**src/rtl/acq_tm_pkg.sv**
```systemverilog
// rtl/acq_tm_pkg.sv - shared types and defaults for the acquisition timing manager
package acq_tm_pkg;

    typedef enum logic [1:0] {
        IDLE = 2'd0,
        ACQ  = 2'd1,
        DONE = 2'd2
    } acq_state_t;

    localparam int DEF_N_CH    = 8;
    localparam int DEF_CNT_W   = 16;
    localparam int DEF_RATIO_W = 16;

    // Edge flops come out of reset high so a level already asserted is not an edge
    localparam logic EDGE_RST = 1'b1;

endpackage

```
**src/rtl/acq_tm_channel.sv**
```systemverilog
// rtl/acq_tm_channel.sv - per-channel done edge detect, sticky flag and time capture (ACQ_TIME_MAX_EN adds running max)
module acq_tm_channel
    import acq_tm_pkg::*;
#(
    parameter int CNT_W = DEF_CNT_W
) (
    input  logic             clk,
    input  logic             rst_n,
    input  logic             done_in,
    input  logic             en,
    input  logic             start,
    input  logic             cap_en,
`ifdef ACQ_TIME_MAX_EN
    input  logic             clr_max,
    output logic [CNT_W-1:0] ch_time_max,
`endif
    input  logic [CNT_W-1:0] count_time,
    output logic             sticky,
    output logic             hit,
    output logic [CNT_W-1:0] ch_time
);

    logic done_q;

    assign hit = cap_en & en & done_in & ~done_q & ~sticky;

    always_ff @(posedge clk or negedge rst_n) begin
        if (!rst_n) begin
            done_q  <= EDGE_RST;
            sticky  <= 1'b0;
            ch_time <= '0;
        end else begin
            done_q <= done_in;
            if (start) begin
                sticky <= 1'b0;
            end else if (hit) begin
                sticky  <= 1'b1;
                ch_time <= count_time;
            end
        end
    end

`ifdef ACQ_TIME_MAX_EN
    always_ff @(posedge clk or negedge rst_n) begin
        if (!rst_n) begin
            ch_time_max <= '0;
        end else if (clr_max) begin
            ch_time_max <= '0;
        end else if (hit && (count_time > ch_time_max)) begin
            ch_time_max <= count_time;
        end
    end
`endif

endmodule

```
**src/rtl/acq_timing_manager.sv**
```systemverilog
// rtl/acq_timing_manager.sv - carrier-synchronous trigger, acquisition window FSM and latency capture (optional ACQ_TIME_MAX_EN)
module acq_timing_manager
    import acq_tm_pkg::*;
#(
    parameter int N_CH    = DEF_N_CH,
    parameter int CNT_W   = DEF_CNT_W,
    parameter int RATIO_W = DEF_RATIO_W
) (
    input  logic                  clk,
    input  logic                  rst_n,
    input  logic                  event_qualifier,
    input  logic [RATIO_W-1:0]    user_ratio,
    input  logic [N_CH-1:0]       en_bits,
    input  logic [N_CH-1:0]       done_in,
    input  logic [CNT_W-1:0]      timeout_cycles,
    input  logic                  clr_flags,
    output logic                  trigger,
    output logic [N_CH-1:0]       en_out,
    output logic [N_CH*CNT_W-1:0] ch_time,
    output logic                  all_done,
    output logic                  sched_isr,
    output logic                  timeout_flag,
    output logic [N_CH-1:0]       ch_missed,
    output logic                  overrun,
`ifdef ACQ_TIME_MAX_EN
    output logic [N_CH*CNT_W-1:0] ch_time_max,
`endif
    output logic                  busy
);

    logic [RATIO_W-1:0] count;
    logic [CNT_W-1:0]   count_time;
    acq_state_t         state, state_n;
    logic [N_CH-1:0]    sticky, hit, done_mask;
    logic [N_CH-1:0]    en_n, missed_n;
    logic               all_done_n, sched_n, to_n, ovr_n;
    logic               complete, cap_en;

    // Count wraps naturally if user_ratio drops below the current count
    always_ff @(posedge clk or negedge rst_n) begin
        if (!rst_n) begin
            count   <= '0;
            trigger <= 1'b0;
        end else if (event_qualifier) begin
            if (count == user_ratio) begin
                count   <= '0;
                trigger <= 1'b1;
            end else begin
                count   <= count + RATIO_W'(1);
                trigger <= 1'b0;
            end
        end else begin
            trigger <= 1'b0;
        end
    end

    always_ff @(posedge clk or negedge rst_n) begin
        if (!rst_n) begin
            count_time <= '0;
        end else if (trigger) begin
            count_time <= '0;
        end else if (count_time != {CNT_W{1'b1}}) begin
            count_time <= count_time + CNT_W'(1);
        end
    end

    assign cap_en = (state == ACQ) && !trigger;

    generate
        for (genvar i = 0; i < N_CH; i++) begin : g_ch
            acq_tm_channel #(.CNT_W(CNT_W)) u_ch (
                .clk        (clk),
                .rst_n      (rst_n),
                .done_in    (done_in[i]),
                .en         (en_out[i]),
                .start      (trigger),
                .cap_en     (cap_en),
`ifdef ACQ_TIME_MAX_EN
                .clr_max    (clr_flags),
                .ch_time_max(ch_time_max[i*CNT_W +: CNT_W]),
`endif
                .count_time (count_time),
                .sticky     (sticky[i]),
                .hit        (hit[i]),
                .ch_time    (ch_time[i*CNT_W +: CNT_W])
            );
        end
    endgenerate

    // Include this cycle's captures so the final edge completes the window at once
    assign done_mask = sticky | hit;
    assign complete  = &(done_mask | ~en_out);
    assign busy      = (state == ACQ);

    always_comb begin
        state_n    = state;
        en_n       = en_out;
        all_done_n = all_done;
        sched_n    = 1'b0;
        to_n       = timeout_flag;
        missed_n   = ch_missed;
        ovr_n      = overrun;
        if (clr_flags) begin
            ovr_n = 1'b0;
        end
        if (trigger) begin
            state_n    = ACQ;
            en_n       = en_bits;
            all_done_n = 1'b0;
            to_n       = 1'b0;
            missed_n   = '0;
            if (state == ACQ) begin
                ovr_n = 1'b1;
            end
        end else if (state == ACQ) begin
            if (complete) begin
                state_n    = DONE;
                all_done_n = 1'b1;
                sched_n    = 1'b1;
            end else if ((timeout_cycles != '0) && (count_time == timeout_cycles)) begin
                state_n  = DONE;
                to_n     = 1'b1;
                missed_n = en_out & ~done_mask;
                sched_n  = 1'b1;
            end
        end
    end

    always_ff @(posedge clk or negedge rst_n) begin
        if (!rst_n) begin
            state        <= IDLE;
            en_out       <= '0;
            all_done     <= 1'b0;
            sched_isr    <= 1'b0;
            timeout_flag <= 1'b0;
            ch_missed    <= '0;
            overrun      <= 1'b0;
        end else begin
            state        <= state_n;
            en_out       <= en_n;
            all_done     <= all_done_n;
            sched_isr    <= sched_n;
            timeout_flag <= to_n;
            ch_missed    <= missed_n;
            overrun      <= ovr_n;
        end
    end

endmodule

```
**config.mk**
```make
export PLATFORM = sky130hd
export DESIGN_NAME = acq_timing_manager
export DESIGN_NICKNAME = d
export VERILOG_FILES = /design/src/rtl/acq_tm_pkg.sv /design/src/rtl/acq_tm_channel.sv /design/src/rtl/acq_timing_manager.sv
export SDC_FILE = /design/constraint.sdc
export NUM_CORES = 1
export LEC_CHECK = 0
export ABC_AREA = 1
export CORE_ASPECT_RATIO = 1.4
export CORE_MARGIN = 10
export CORE_UTILIZATION = 50
export DETAILED_ROUTE_END_ITERATION = 16
export PLACE_DENSITY = 0.8
export REMOVE_ABC_BUFFERS = 1
export SLEW_MARGIN = 25
export SYNTH_ARGS = -nofsm -noshare
export SYNTH_HDL_FRONTEND = slang
export SYNTH_SLANG_ARGS = --single-unit
```
**constraint.sdc**
```tcl
create_clock -name clk -period 2.2 [get_ports clk]
set_clock_uncertainty 0.2 [all_clocks]
set_input_delay 0.33 -clock clk [delete_from_list [all_inputs] [get_ports clk]]
set_output_delay 0.33 -clock clk [all_outputs]
set_load 0.01 [all_outputs]
```
==> results of run 1 <==
-- path summary, 6_finish.rpt --
kind	to	startpoint	slack, ns
worst min register to register	g_ch[2].u_ch.ch_time[11]$_DFFE_PN0P_	g_ch[2].u_ch.ch_time[11]$_DFFE_PN0P_	0.29
worst max register to register	ch_missed[7]$_DFFE_PN0P_	state[1]$_DFFE_PN0P_	0.19
min in group asynchronous	g_ch[2].u_ch.ch_time[14]$_DFFE_PN0P_	rst_n	0.20
worst max-delay path	ch_missed[7]$_DFFE_PN0P_	state[1]$_DFFE_PN0P_	0.19
worst min-delay path	g_ch[7].u_ch.done_q$_DFF_PN1_	done_in[7]	0.13
max in group asynchronous	g_ch[0].u_ch.done_q$_DFF_PN1_	rst_n	0.91
-- power by group through the flow --
stage,clock [mW],sequential (mW),combinational (mW)
floorplan,0,3.97,0.450
global placement,0,4.00,0.745
detailed placement,0,4.01,0.776
CTS,3.16,3.94,0.784
global route,3.32,3.96,0.876
finish,3.13,3.94,0.770
-- cells in the mapped netlist (3+ instances only) --
cell type | n | share of area (%)
a211oi_2 | 3 | 0.44
a21oi_1 | 9 | 0.53
a21oi_2 | 3 | 0.31
buf_2 | 3 | 0.18
buf_4 | 10 | 0.88
clkbuf_1 | 30 | 1.3
dfrtp_1 | 191 | 56
dfstp_2 | 8 | 2.5
inv_1 | 70 | 3.1
inv_2 | 8 | 0.35
nand2_1 | 252 | 11
nand2_2 | 9 | 0.66
nand3_1 | 45 | 2.6
nand3_2 | 11 | 1.3
nand4_1 | 10 | 0.73
nor2_1 | 44 | 1.9
nor2_2 | 6 | 0.44
nor2_4 | 3 | 0.40
nor3_1 | 6 | 0.35
o21ai_0 | 142 | 8.3
o21ai_1 | 6 | 0.35
xnor2_1 | 25 | 2.6
xor2_1 | 5 | 0.51
-- layout by cell type (no fill, tap or decap), types with 8 or more instances in the layout --
master / n
nand3_1: 45
nand2_1: 251
o21ai_0: 142
inv_1: 70
clkbuf_16: 17
nor2_1: 44
nand3_2: 11
a21oi_1: 9
buf_4: 35
dfrtp_1: 190
nand2_2: 9
clkdlybuf4s50_1: 198
xnor2_1: 25
nand4_1: 10
dfstp_2: 8
inv_2: 8
-- sequential cells by signal (all words and copies together) (netlist names) --
register and count:
count 16, count_time 16, trigger 1, state 2
g_ch.u_ch.done_q 8, overrun 1, timeout_flag 1, g_ch.u_ch.ch_time 128
en_out 8, ch_missed 8, sched_isr 1, all_done 1
g_ch.u_ch.sticky 8
-- critical path, stage by stage, from the launching register on --
cell	delay [ns]
dfrtp_1	0.38
inv_2	0.06
nand2_2	0.12
nor2_8	0.30
nand2_1	0.09
nand3_1	0.10
nand2_1	0.07
nor2_1	0.16
nand2_2	0.13
buf_4	0.17
nand4_1	0.08
nand2_1	0.05
-- layout make-up --
type / instances / area, sq um
antenna: 1 / 2.50
clock buffer: 18 / 439
clock inverter: 14 / 155
fill: 1282 / 5150
inverter: 79 / 299
multi-input combinational: 601 / 3030
sequential: 199 / 4990
tap: 203 / 254
timing repair buffer: 244 / 2420
-- metrics by stage --
stage	std cells	setup slack, ns
2_1_floorplan	879	0.0766
3_3_place_gp	1320	-0.0206
3_5_place_dp	1320	-0.0688
4_1_cts	1353	0.0201
5_1_grt	1359	0.0523
6_report	1359	0.189
-- timing repair --
| action | CTS | global route |
|---|---|---|
| hold buffers | 1 | 0 |
| endpoints found under the hold margin | 43 | 0 |
| setup endpoints to repair | 2 | 9 |
| resized for setup | 4 | 3 |
| setup buffers | 0 | 5 |
| pin swaps | 0 | 1 |
-- logic make-up (layout without fill, tap and decap cells) --
logic type               after synthesis  after routing  synth area share [%]
flip-flops                           199            199                  58.4
buffers and inverters                125            355                  6.18
XOR/XNOR                              30             30                  3.08
other                                  0              1                     0
AND/OR/NAND/NOR                      399            399                  21.4
adder cells (fa/ha/maj)                2              2                 0.293
AO/OA/AOI/OAI                        170            170                  10.6
-- routing by layer --
metal  vias up  wire length [um]  global-route usage, %
met5         -                 0                      0
met4         0               469                   7.25
met3        29              1440                   5.00
met2       215             12500                   37.5
met1      3418              9500                   24.8
li1       3408                 -                      -
==> metrics.txt, run 1 <==
status finished clean; PortBufs 201; initial antenna violation count 1; Routed WL per cell 17.6 um; CTS buffer count 17; final setup TNS 0 ns; NumNets Final 1,196; Total GRT Usage 21.4%; min Tclk post-route 2.01 ns; synth unique cells 44; #FFs+latches synth 199; Post-synth EDFFs 0; Synth Cell Area 0.00854 sq mm; Area Growth Syn to Fin 35.8%; leakage 5.35 nW; initial core utilization 51.0%; H-tree levels 4; via count 7,070; global-route wire length before repair 38.2 mm; CP Launch Type register; Std-Cell Rows 56; Root Buffer clkbuf_16; part of the cycle the worst path needs 91.4%; Clock Path Buffers 2; setup violators final 0; drt via density 5.20; Hold Fails Final Rpt 0; dpl cell area 0.0109 sq mm; hold_ws 0.132 ns; Psw 2.08 mW; number of iterations in the first detailed-routing pass 5; CP Max Fanout 18; latest clock arrival within the worst-skew pair 0.43 ns; synth warn 0; final WL 23.9 mm; arrival time at the worst endpoint 2.13 ns; Final Core Density 69.2%; DP HPWL 17.4 mm; Pint 5.77 mW; Worst R2R Path Depth 11; Clk pwr share 39.9%; Final Power 7.84 mW; hold path cells 1; Least-Margin Pin Slew 0.428 ns; ANT nets after route 0; Max IR drop VDD 0.000525 V; asr flop ratio synth 100%; largest net degree at the start of global routing 50; Core ar. 0.0167 sq mm; Flop pwr share 50.3%; clk sinks 199; CTS tree yes; die area 0.0228 sq mm; Syn Inst Count 925; final instance area 0.0116 sq mm; vias in the first global route 7,228; Worst-path clk slew 0.08 ns; GP Congestion 0.906; Worst EP required 2.32 ns; Post-synth top flop dfrtp_1; final count of pins violating max slew 0; CP Class reg -> reg; die width 130 um; Critical Path End Type register; total grt overflow 0; switching share of power 26.5%; hold crit path type in -> reg; achievable clock frequency 497 MHz; RSZ-0062 raised after global routing false; initial DRC count 470; sequential fraction of the synthesis area 58.4%; IO Pins 202; layout cells sized above 1 12.0%; max cap viols 0; combinational share of power 9.8%; DR DRC count 0; power density over the cells 676 mW/mm^2; slew margin rel. 71.3%; Die H 175 um; Syn Area/Cell 9.23 sq um
Note: power is estimated with default switching activity, not from simulation.
==> run 2, diff against run 1 <==
--- a/config.mk
+++ b/config.mk
@@ -16,3 +16,4 @@
 export SYNTH_ARGS = -nofsm -noshare
 export SYNTH_HDL_FRONTEND = slang
 export SYNTH_SLANG_ARGS = --single-unit
+export TNS_END_PERCENT = 10
==> results of run 2 <==
The final DEF is identical to that of run 1; final timing and power are the same.
